$ cat config.mk
export PLATFORM = sky130hd
export DESIGN_NAME = traffic_phase_sequencer
export DESIGN_NICKNAME = d
export VERILOG_FILES = /design/src/rtl/traffic_phase_sequencer_pkg.sv /design/src/rtl/traffic_phase_sequencer_phase_timer.sv /design/src/rtl/traffic_phase_sequencer.sv
export SDC_FILE = /design/constraint.sdc
export NUM_CORES = 1
export LEC_CHECK = 0
export ABC_CLOCK_PERIOD_IN_PS = 1750
export BUFFER_PORTS_ARGS = -buffer_cell sky130_fd_sc_hd__buf_2
export CORE_UTILIZATION = 52
export CTS_BUF_LIST = sky130_fd_sc_hd__clkbuf_8
export CTS_CLUSTER_DIAMETER = 40
export DETAILED_ROUTE_END_ITERATION = 12
export PLACE_DENSITY = 0.82
export SLEW_MARGIN = 20
export SYNTH_ARGS = -nofsm -noshare
export SYNTH_HDL_FRONTEND = slang
export SYNTH_SLANG_ARGS = --single-unit
$ cat constraint.sdc
create_clock -name clk -period 1.75 [get_ports clk]
set_input_delay 0.35 -clock clk [delete_from_list [all_inputs] [get_ports clk]]
set_output_delay 0.35 -clock clk [all_outputs]
set_load 0.01 [all_outputs]
$ cat src/rtl/traffic_phase_sequencer_pkg.sv
// Shared types for the two-road traffic phase sequencer: phase codes,
// per-road lamp vector and the phase-to-duration lookup.
package traffic_pkg;

    typedef enum logic [2:0] {
        P_G1  = 3'b000,
        P_Y1  = 3'b001,
        P_AR1 = 3'b010,
        P_G2  = 3'b011,
        P_Y2  = 3'b100,
        P_AR2 = 3'b101
    } phaseT;

    typedef struct packed {
        logic g;
        logic y;
        logic r;
    } lampT;

    localparam lampT LAMP_G = 3'b100;
    localparam lampT LAMP_Y = 3'b010;
    localparam lampT LAMP_R = 3'b001;

    // Timer load value (duration minus one) for the phase being entered.
    function automatic int unsigned phase_duration(
        input phaseT       p,
        input int unsigned tGreen1,
        input int unsigned tGreen2,
        input int unsigned tYellow,
        input int unsigned tAllRed
    );
        case (p)
            P_G1:          return tGreen1 - 1;
            P_G2:          return tGreen2 - 1;
            P_Y1, P_Y2:    return tYellow - 1;
            P_AR1, P_AR2:  return tAllRed - 1;
            default:       return tGreen1 - 1;
        endcase
    endfunction

endpackage

$ cat src/rtl/traffic_phase_sequencer_phase_timer.sv
// Loadable saturating down-counter; zero_c flags an expired phase.
module phase_timer #(
    parameter int unsigned      TW        = 8,
    parameter logic [TW-1:0]    RESET_VAL = '0
) (
    input  logic          clk,
    input  logic          reset,
    input  logic          enable,
    input  logic          load,
    input  logic [TW-1:0] loadVal,
    output logic          zero_c
);

    logic [TW-1:0] count;

    always_ff @(posedge clk or posedge reset) begin
        if (reset) begin
            count <= RESET_VAL;
        end else if (load) begin
            count <= loadVal;
        end else if (enable && (count != '0)) begin
            count <= count - TW'(1);
        end
    end

    assign zero_c = (count == '0);

endmodule

$ cat src/rtl/traffic_phase_sequencer.sv
// Two-road phase sequencer: timed G/Y/all-red phases, latched side-road request,
// registered phase code and lamps. Optional emergency preempt via TRAFFIC_PREEMPT_EN.
module traffic_phase_sequencer
    import traffic_pkg::*;
#(
    parameter int unsigned T_GREEN1 = 20,
    parameter int unsigned T_GREEN2 = 10,
    parameter int unsigned T_YELLOW = 4,
    parameter int unsigned T_ALLRED = 2,
    parameter int unsigned TW       = 8
) (
    input  logic       clk,
    input  logic       reset,
    input  logic       enable,
    input  logic       req2,
`ifdef TRAFFIC_PREEMPT_EN
    input  logic       preempt,
`endif
    output logic [2:0] C,
    output logic       G1,
    output logic       Y1,
    output logic       R1,
    output logic       G2,
    output logic       Y2,
    output logic       R2,
    output logic       req2_pend,
    output logic       phase_start
);

    localparam longint unsigned TMAX = 64'(1) << TW;

    if ((T_GREEN1 < 1) || (64'(T_GREEN1) > TMAX) ||
        (T_GREEN2 < 1) || (64'(T_GREEN2) > TMAX) ||
        (T_YELLOW < 1) || (64'(T_YELLOW) > TMAX) ||
        (T_ALLRED < 1) || (64'(T_ALLRED) > TMAX)) begin : gBadTiming
        $error("traffic_phase_sequencer: every T_* must be in 1..2**TW");
    end

    phaseT         phase;
    phaseT         nextPhase;
    phaseT         phaseNext;
    logic          advance;
    logic          timerZero;
    logic [TW-1:0] timerLoadVal;
    lampT          lamp1;
    lampT          lamp2;

    // Lamp pair {road1, road2} shown for a given phase.
    function automatic logic [5:0] lampsFor(input phaseT p);
        lampT r1;
        lampT r2;
        r1 = LAMP_R;
        r2 = LAMP_R;
        case (p)
            P_G1:    r1 = LAMP_G;
            P_Y1:    r1 = LAMP_Y;
            P_G2:    r2 = LAMP_G;
            P_Y2:    r2 = LAMP_Y;
            default: ;
        endcase
        return {r1, r2};
    endfunction

    // Successor phase and whether this enabled edge leaves the current phase.
    always_comb begin
        nextPhase = P_G1;
        advance   = 1'b0;
        case (phase)
            P_G1: begin
                nextPhase = P_Y1;
                advance   = timerZero && req2_pend;
`ifdef TRAFFIC_PREEMPT_EN
                if (preempt) advance = 1'b0;
`endif
            end
            P_Y1: begin
                nextPhase = P_AR1;
                advance   = timerZero;
            end
            P_AR1: begin
                nextPhase = P_G2;
                advance   = timerZero;
            end
            P_G2: begin
                nextPhase = P_Y2;
`ifdef TRAFFIC_PREEMPT_EN
                advance   = timerZero || preempt;
`else
                advance   = timerZero;
`endif
            end
            P_Y2: begin
                nextPhase = P_AR2;
                advance   = timerZero;
            end
            P_AR2: begin
                nextPhase = P_G1;
                advance   = timerZero;
            end
            default: begin
                nextPhase = P_G1;
                advance   = 1'b1;
            end
        endcase
        if (!enable) advance = 1'b0;
        phaseNext = advance ? nextPhase : phase;
    end

    assign timerLoadVal = TW'(phase_duration(nextPhase, T_GREEN1, T_GREEN2, T_YELLOW, T_ALLRED));

    phase_timer #(
        .TW        (TW),
        .RESET_VAL (TW'(T_GREEN1 - 1))
    ) uTimer (
        .clk     (clk),
        .reset   (reset),
        .enable  (enable),
        .load    (advance),
        .loadVal (timerLoadVal),
        .zero_c  (timerZero)
    );

    // State, lamps and request latch all register off the next-state value.
    always_ff @(posedge clk or posedge reset) begin
        if (reset) begin
            phase       <= P_G1;
            lamp1       <= LAMP_G;
            lamp2       <= LAMP_R;
            req2_pend   <= 1'b0;
            phase_start <= 1'b1;
        end else begin
            phase          <= phaseNext;
            {lamp1, lamp2} <= lampsFor(phaseNext);
            phase_start    <= advance;
            // Entering side-road green consumes the request; a coincident req2 is dropped.
            if (advance && (nextPhase == P_G2)) begin
                req2_pend <= 1'b0;
            end else begin
                req2_pend <= req2_pend | req2;
            end
        end
    end

    assign C  = phase;
    assign G1 = lamp1.g;
    assign Y1 = lamp1.y;
    assign R1 = lamp1.r;
    assign G2 = lamp2.g;
    assign Y2 = lamp2.y;
    assign R2 = lamp2.r;

endmodule

==> reports/qor.yml, run 1 <==
fillCellCount: 118
ys.flop_type: "dfrtp_1"
antenna_found_initial: 0
fin_nets: 137
synth_mux_area_share_pct: 7.25
cts_tree: "built"
drive_gt1_share_pct: 53.1
clk_pin_slew_ns: 0.07
start_kind: "register"
vias_per_cell: 5.73
synth_compound_area_share_pct: 14.4
worst_ep_required_time_ns: 1.90
total_power_mw: 2.31
area_delta_synth_final_pct: 39.9
status: "finished, violations left"
num_rows: 15
routabilityCongestion: 0.840
critPathBufInv: 1
maxCapViolCount: 0
drc: 0
setup_viol: 11
multi_input_comb_area_um2: 557
hp-class: "input pin to async pin"
yosys.area_share.adder_pct: 2.50
firstDrtPassIters: 4
slew_headroom_pct: 77.9
max_stage_delay_ns: 0.55
h-tree-depth: 1
synth_nets: 100
syn_avg_cell_area_um2: 10.6
drtIter0Drc: 27
crit_type: "register to register"
ys_seq_area_share_pct: 48.2
fp.dieW_um: 45.9
p_seq_share_pct: 34.4
crit_chain: "or4_4 > a32oi_4 > nand2b_4 > inv_6 > mux2_2"
setup_tns_ns: -0.495
clkLatencyLatePin_ns: 0.26
finClkSkew_ns: 0.00387
reg2reg_setup_slack_ns: -0.09
netSwitchingPower_uw: 915
ys_async_sr_fraction_pct: 100
grt_usage_pct: 26.0
vias: 888
worst_slew_pin_slew_ns: 0.328
grt_overflow: 0
period_needed_ns: 1.84
dp_hpwl_um: 1630
synth_cell_types: 36
max-vdd-ir-drop_mv: 0.961
fin_ws_ns: -0.0930
synthSimpleGateAreaFrac_pct: 17.4
cts_buffer_depth: 2
grt_max_degree: 20
wl_per_cell_um: 17.5
maxSlewViolCount: 0
yosysWarnings: 0
drtAntennaViolNets: 0
start_util_pct: 56.7
antenna_cells: 0
slowest_stage: "or4_4"
power.density_mw_per_mm2: 1650
io-pin-count: 15
arrival_ns: 1.99
cp-end-kind: "register"
grt_setup_unrepaired: "yes"
die_h_um: 45.9
synth_cells: 94
grt_pass1_vias: 876
cts_buffers: 3
p_clk_share_pct: 13.2
whs_ns: 0.103
cp_max_fo: 5
hold_viol: 0
cpLargestDelayFamily: "simple AND/OR/NAND/NOR gates"
numPortBuffers: 14
internal_power_mw: 1.39
p_leak_nw: 0.609
cts.sinks: 19
synth_seq_cells: 19
fin_util_pct: 79.4
wirelength_um: 2720
fin_crit_sh_pct: 105
design.core.area_mm2: 0.00176
synth_top_family_by_area: "simple AND/OR/NAND/NOR gates"
synth_edf_count: 0
syn_area_mm2: 0.00100
fmax_mhz: 543
grt_first_pass_wirelength_um: 3780
yosys.area_share.xor_xnor_pct: 6.13
violations: "negative setup slack"
pwr-share-comb_pct: 52.4
swShare_pct: 39.6
seqCellArea_um2: 484
cts-root-buf: "clkbuf_8"
ctsHoldBuffers: 0
die-area_mm2: 0.00210
layout by cell type (no fill, tap or decap), types with 3 or more instances in the layout:
cell type,synthesis,final
buf_4,0,18
buf_2,0,14
dfrtp_1,13,12
o21ai_0,9,8
dfstp_2,6,6
xnor2_1,5,5
mux2i_1,5,4
nor2_1,6,3
nand2_1,4,3
inv_1,4,3
a21oi_1,4,3
clkbuf_8,0,3
buf_6,1,3
what timing repair did:
item | CTS | global route
setup buffers | 0 | 4
gates resized for setup | 5 | 17
setup endpoints to repair | 15 | 16
pin swaps | 1 | 9
worst min-delay path: stages:
cell and delay, ns:
buf_2 0.09, inv_1 0.05, buf_4 0.25
per-layer routing:
layer	part of all wire (%)	up-vias	track usage, %	routed length, µm
met1	40	433	30.0	1090
li1	-	411	-	-
met2	53	35	44.5	1450
met4	3.0	0	16.5	81
met5	0	-	0	0
met3	3.8	9	3.57	102
Yosys cell counts (2+ instances only):
cell type  count  area [µm²]
a21oi_1        4        20.0
xnor2_1        5        43.8
nand2_1        4        15.0
a211oi_1       2        15.0
a31oi_1        2        12.5
mux2i_1        5        50.1
xor2_1         2        17.5
o21ai_1        2        10.0
dfstp_2        6         158
or3_1          2        12.5
or4_1          3        22.5
o21ai_0        9        45.0
ha_1           2        25.0
nor2_1         6        22.5
mux2_2         2        22.5
clkbuf_1       3        11.3
dfrtp_1       13         325
inv_1          4        15.0
through the flow:
step	cell area [µm²]	setup WS, ns	std cells
6_report	1400	-0.0930	155
3_3_place_gp	1240	-0.00406	147
5_1_grt	1400	-0.117	155
2_1_floorplan	1010	-0.0516	94
3_5_place_dp	1240	-0.0809	147
4_1_cts	1310	-0.0627	151
power by group through the flow:
stage / logic, mW / registers [mW] / clock network [mW]
floorplan: 0.520 / 0.859 / 0
finish: 1.21 / 0.794 / 0.305
global placement: 0.945 / 0.779 / 0
detailed placement: 0.997 / 0.789 / 0
global route: 1.29 / 0.813 / 0.321
CTS: 1.03 / 0.786 / 0.305
sequential cells by signal, summed over array words and instances, names as in the netlist:
register / flops
phase_start: 1
R2: 1
G2: 1
uTimer.count: 8
Y1: 1
Y2: 1
C: 3
G1: 1
R1: 1
req2_pend: 1
layout make-up:
| cell class | instances | share of cell area (%) |
|---|---|---|
| Sequential cell | 19 | 34.6 |
| Tap cell | 25 | 2.23 |
| Multi-Input combinational cell | 66 | 39.8 |
| Inverter | 5 | 1.70 |
| Timing Repair Buffer | 36 | 18.5 |
| Clock buffer | 3 | 2.95 |
| Clock inverter | 1 | 0.268 |
path summary, 6_finish.rpt:
kind | startpoint | end | cells past startpoint
min | reset | G2 | 3
max reg2reg | req2_pend | C[0] | 5
min reg2reg | req2_pend | req2_pend | 2
min in group clk | req2 | req2_pend | 2
max in group asynchronous | reset | uTimer.count[1] | 3
max | req2_pend | C[0] | 5
cells by family after synthesis:
kind of cell | Yosys count
and+or+nand+nor | 26
AOI/OAI and AO/OA | 24
adders and majority gates | 2
muxes | 7
buffers and inverters | 9
DFF | 19
xor gates and xnor gates | 7
No activity file was read; power rests on OpenSTA's default activity.
==> inputs of run 2 (changes only) <==
--- a/config.mk
+++ b/config.mk
@@ -7,11 +7,12 @@
 export LEC_CHECK = 0
 export ABC_CLOCK_PERIOD_IN_PS = 1750
 export BUFFER_PORTS_ARGS = -buffer_cell sky130_fd_sc_hd__buf_2
-export CORE_UTILIZATION = 52
+export CORE_ASPECT_RATIO = 0.7
+export CORE_UTILIZATION = 50
 export CTS_BUF_LIST = sky130_fd_sc_hd__clkbuf_8
 export CTS_CLUSTER_DIAMETER = 40
 export DETAILED_ROUTE_END_ITERATION = 12
-export PLACE_DENSITY = 0.82
+export PLACE_DENSITY = 0.79
 export SLEW_MARGIN = 20
 export SYNTH_ARGS = -nofsm -noshare
 export SYNTH_HDL_FRONTEND = slang
==> run 2 against run 1 <==
The run still ends with negative setup slack left. Cell count shrank 1.9%. Maximum frequency up 1.7%. Clock-buffer cell count unchanged. Die area grew 4.0%. Combinational power is 6% lower. Global-route usage fell by 2.9 points. Sequential power hardly changed. Total power is 3.4% lower. Final area decreased by 3.8%. Critical path depth stayed put. Register-to-register slack improved by 0.03 ns. Critical path type unchanged.
==> reports/qor.yml, run 2 (synthesis gave the netlist of run 1 again) <==
grt_max_degree: 16
maxSlewViolCount: 0
largest_reg_flops: 8
cts_buffers: 3
grt_setup_unrepaired: "yes"
setup_viol: 7
vias: 831
grt_pass1_vias: 752
drtIter0Drc: 24
clkLatencyLatePin_ns: 0.25
grt_first_pass_wirelength_um: 3670
firstDrtPassIters: 4
area_delta_synth_final_pct: 34.6
clk_pin_slew_ns: 0.07
setup_tns_ns: -0.163
arrival_ns: 1.95
cp-end-kind: "register"
hold_viol: 0
die_h_um: 39.4
worst_slew_pin_slew_ns: 0.502
p_leak_nw: 0.606
cts.sinks: 19
cts_buffer_depth: 2
period_needed_ns: 1.81
fin_nets: 137
layout_commonest_cell: "buf_4"
regMostFlops: "uTimer.count"
worst_ep_required_time_ns: 1.89
dp_hpwl_um: 1640
cts_tree: "built"
antenna_cells: 0
grt_overflow: 0
die-area_mm2: 0.00219
fillCellCount: 140
drive_gt1_share_pct: 50.0
rr_worst_depth: 5
num_rows: 13
wirelength_um: 2260
wl_per_cell_um: 14.8
max-vdd-ir-drop_mv: 1.37
crit_type: "register to register"
r2r_start: "C[0]"
fin_ws_ns: -0.0613
numPortBuffers: 14
multi_input_comb_area_um2: 527
status: "finished, violations left"
hp-class: "input pin to async pin"
ctsHoldBuffers: 0
violations: "negative setup slack"
vias_per_cell: 5.47
reg2reg_setup_slack_ns: -0.06
io-pin-count: 15
seqCellArea_um2: 484
power.density_mw_per_mm2: 1650
drc: 0
h-tree-depth: 1
start_util_pct: 53.5
routabilityCongestion: 0.919
fp.dieW_um: 55.5
fin_crit_sh_pct: 104
cp_max_fo: 7
antenna_found_initial: 0
fmax_mhz: 552
slew_headroom_pct: 66.5
maxCapViolCount: 0
start_kind: "register"
drtAntennaViolNets: 0
layout_common_cells: "buf_4 (21), buf_2 (14), dfrtp_1 (12), o21ai_0 (8)"
reg2reg_to: "C[0]"
design.core.area_mm2: 0.00187
finClkSkew_ns: 0.00262
fin_util_pct: 72.0
cts-root-buf: "clkbuf_8"
grt_usage_pct: 23.1
-- run 2: routing by layer --
| layer | global-route usage (%) | up-vias | part of all wire, % |
|---|---|---|---|
| met4 | 3.75 | 0 | 0 |
| met3 | 5.94 | 0 | 3.9 |
| met5 | 0 | - | 0 |
| met2 | 38.6 | 22 | 48 |
| li1 | - | 408 | - |
| met1 | 31.1 | 401 | 48 |
-- run 2: what timing repair did --
item / 4_1_cts / 5_1_grt
gates resized for setup: 7 / 6
gates cloned: 0 / 0
setup endpoints to repair: 14 / 15
pin swaps: 3 / 1
setup buffers: 0 / 1
-- run 2: layout make-up --
type                    instances  share of cell area [%]
flip-flops and latches         19                    35.9
repair buffers                 36                    17.7
inverters                       5                    1.76
well taps                      22                    2.04
clock inverters                 1                   0.371
multi-input cells              66                    39.1
clock buffers                   3                    3.06
-- run 2: worst max path at each step --
| stage | from | end | slack [ns] | cells after the start |
|---|---|---|---|---|
| global route | C[1] | C[0] | -0.09 | 5 |
| global placement | req2_pend | C[0] | -0.01 | 5 |
| finish | C[0] | C[0] | -0.06 | 5 |
| detailed placement | req2_pend | C[0] | -0.08 | 5 |
| CTS | C[0] | C[0] | -0.05 | 5 |
| floorplan | C[0] | R2 | -0.05 | 6 |
-- run 2: critical path, stage by stage (launching register included) --
cell and delay (ns):
dfrtp_2 0.41, or4_4 0.51, a32oi_2 0.26, nand2b_4 0.20, inv_6 0.05, mux2_2 0.27
-- run 2: stage by stage --
stage	hold WS [ns]	cells	power (mW)	setup WS [ns]	cell area [µm²]
after floorplan	0.297	94	1.38	-0.0516	1010
after global placement	0.370	147	1.77	-0.0132	1240
after detailed placement	0.399	147	1.81	-0.0756	1240
after CTS	0.125	151	2.16	-0.0493	1320
after global routing	0.150	152	2.39	-0.0874	1350
final	0.110	152	2.23	-0.0613	1350
-- run 2: power breakdown --
| group | internal [mW] | switching (mW) |
|---|---|---|
| logic | 0.575 | 0.562 |
| clock network | 0.158 | 0.143 |
| registers | 0.654 | 0.137 |
| total | 1.39 | 0.842 |
==> inputs of run 3 (changes only) <==
--- a/config.mk
+++ b/config.mk
@@ -5,14 +5,13 @@
 export SDC_FILE = /design/constraint.sdc
 export NUM_CORES = 1
 export LEC_CHECK = 0
-export ABC_CLOCK_PERIOD_IN_PS = 1750
+export ABC_CLOCK_PERIOD_IN_PS = 1900
 export BUFFER_PORTS_ARGS = -buffer_cell sky130_fd_sc_hd__buf_2
-export CORE_ASPECT_RATIO = 0.7
 export CORE_UTILIZATION = 50
 export CTS_BUF_LIST = sky130_fd_sc_hd__clkbuf_8
 export CTS_CLUSTER_DIAMETER = 40
 export DETAILED_ROUTE_END_ITERATION = 12
-export PLACE_DENSITY = 0.79
+export PLACE_DENSITY = 0.76
 export SLEW_MARGIN = 20
 export SYNTH_ARGS = -nofsm -noshare
 export SYNTH_HDL_FRONTEND = slang
==> constraint.sdc (replaced) <==
create_clock -name clk -period 1.9 [get_ports clk]
set_input_delay 0.38 -clock clk [delete_from_list [all_inputs] [get_ports clk]]
set_output_delay 0.38 -clock clk [all_outputs]
set_load 0.01 [all_outputs]
==> run 3 against run 2 <==
The run now ends clean. Routed wire length shrank 4.8%. Critical endpoint unchanged. Clock-buffer cell count is the same. Combinational power shrank 29%. Final area shrank 9.4%. Die area shrank 0.14%. Maximum frequency shrank 2.8%. Non-clock buffer count shrank 14. Via count shrank 0.24%. First-iteration DRC count shrank 4.2%. Critical path depth grew 2.
==> reports/qor.yml, run 3 (synthesis gave the netlist of run 1 again) <==
status: "complete, no violations"
dp_hpwl_um: 1480
vias_per_cell: 5.88
design.core.area_mm2: 0.00180
largest_reg_flops: 8
wl_per_cell_um: 15.2
slew_headroom_pct: 55.7
regMostFlops: "uTimer.count"
io-pin-count: 15
period_needed_ns: 1.86
cts_buffers: 3
maxCapViolCount: 0
cts.sinks: 19
worst_slew_pin_slew_ns: 0.664
cp-end-kind: "register"
drive_gt1_share_pct: 37.1
num_rows: 15
stdcell_area_mm2: 0.00122
start_util_pct: 55.6
cts-root-buf: "clkbuf_8"
firstDrtPassIters: 4
p_seq_share_pct: 41.1
cts_tree: "built"
clk_pin_slew_ns: 0.07
power.density_mw_per_mm2: 1520
numPortBuffers: 14
fin_crit_sh_pct: 98.1
layout_common_cells: "buf_2 (14), dfrtp_1 (13), o21ai_0 (9), buf_4 (7)"
arrival_ns: 2.01
place_area_mm2: 0.00113
grt_first_pass_wirelength_um: 3220
p_leak_nw: 0.541
pwr-share-comb_pct: 43.8
max-vdd-ir-drop_mv: 0.921
die-area_mm2: 0.00218
fin_nets: 123
p_clk_share_pct: 15.1
grt_pass1_vias: 722
vias: 829
grt_usage_pct: 21.7
maxSlewViolCount: 0
cts_buffer_depth: 2
h-tree-depth: 1
clkLatencyLatePin_ns: 0.26
hp-class: "input pin to async pin"
start_kind: "register"
internal_power_mw: 1.13
setup_viol: 0
fillCellCount: 144
antenna_cells: 0
fmax_mhz: 537
layout_commonest_cell: "buf_2"
fp.dieW_um: 46.7
drtAntennaViolNets: 0
crit_type: "register to register"
whs_ns: 0.205
netSwitchingPower_uw: 725
grt_overflow: 0
drtIter0Drc: 23
finClkSkew_ns: 0.00417
worst_ep_required_time_ns: 2.04
hold_viol: 0
area_delta_synth_final_pct: 22.0
routabilityCongestion: 0.820
antenna_found_initial: 0
wirelength_um: 2150
cp_max_fo: 8
drc: 0
die_h_um: 46.7
grt_max_degree: 20
swShare_pct: 39.1
## run 3: final timing paths
kind                            slack (ns)              end            start  cells past startpoint
worst max-delay path                  0.04             C[0]  uTimer.count[1]                      7
worst min-delay path                  0.21  uTimer.count[5]            reset                      2
worst max register to register        0.04             C[0]  uTimer.count[1]                      7
worst min register to register        0.55        req2_pend        req2_pend                      1
max in group asynchronous             1.27             C[1]            reset                      2
min in group clk                      0.33        req2_pend             req2                      2
## run 3: cell type report
cell class	instances	area [µm²]	share of cell area, %
tap	25	31.3	2.56
sequential	19	483	39.5
multi-input combinational	66	503	41.2
timing repair buffer	22	134	11.0
clock buffer	3	41.3	3.38
inverter	5	23.8	1.95
clock inverter	1	5.00	0.410
## run 3: routing by layer
metal / up-vias / GRT usage, % / share of wire (%)
li1: 381 / - / -
met1: 401 / 27.3 / 41
met2: 40 / 36.7 / 52
met3: 7 / 2.69 / 5.2
met4: 0 / 10.9 / 2.1
met5: - / 0 / 0
## run 3: power by group through the flow
stage / Clock (mW) / Combinational (mW) / Sequential, mW
floorplan: 0 / 0.466 / 0.781
global placement: 0 / 0.723 / 0.740
detailed placement: 0 / 0.741 / 0.762
CTS: 0.285 / 0.751 / 0.752
global route: 0.302 / 0.899 / 0.778
finish: 0.280 / 0.812 / 0.761
## run 3: stage by stage
step                      utilization (%)  setup WS, ns   TNS, ns  total power [mW]  instances
after floorplan                         -        0.0301         0              1.25         94
after global placement               62.8        0.0867         0              1.46        136
after detailed placement             62.8        0.0142         0              1.50        136
after CTS                            65.4       0.00364         0              1.79        140
after global routing                 67.8      -0.00454  -0.00454              1.98        141
final                                67.8        0.0367         0              1.85        141
## run 3: worst max-delay path, stage by stage (launching register included)
cell,delay [ns]
dfstp_2,0.54
inv_1,0.08
ha_4,0.16
nor3b_4,0.15
a32oi_1,0.26
nand2b_4,0.21
inv_6,0.05
mux2_4,0.29
## run 3: what timing repair did
action / 4_1_cts / 5_1_grt
resized for setup: 0 / 9
hold buffers: 0 / 0
pin swaps: 1 / 1
endpoints found under the setup margin: 1 / 9
setup buffers: 0 / 1
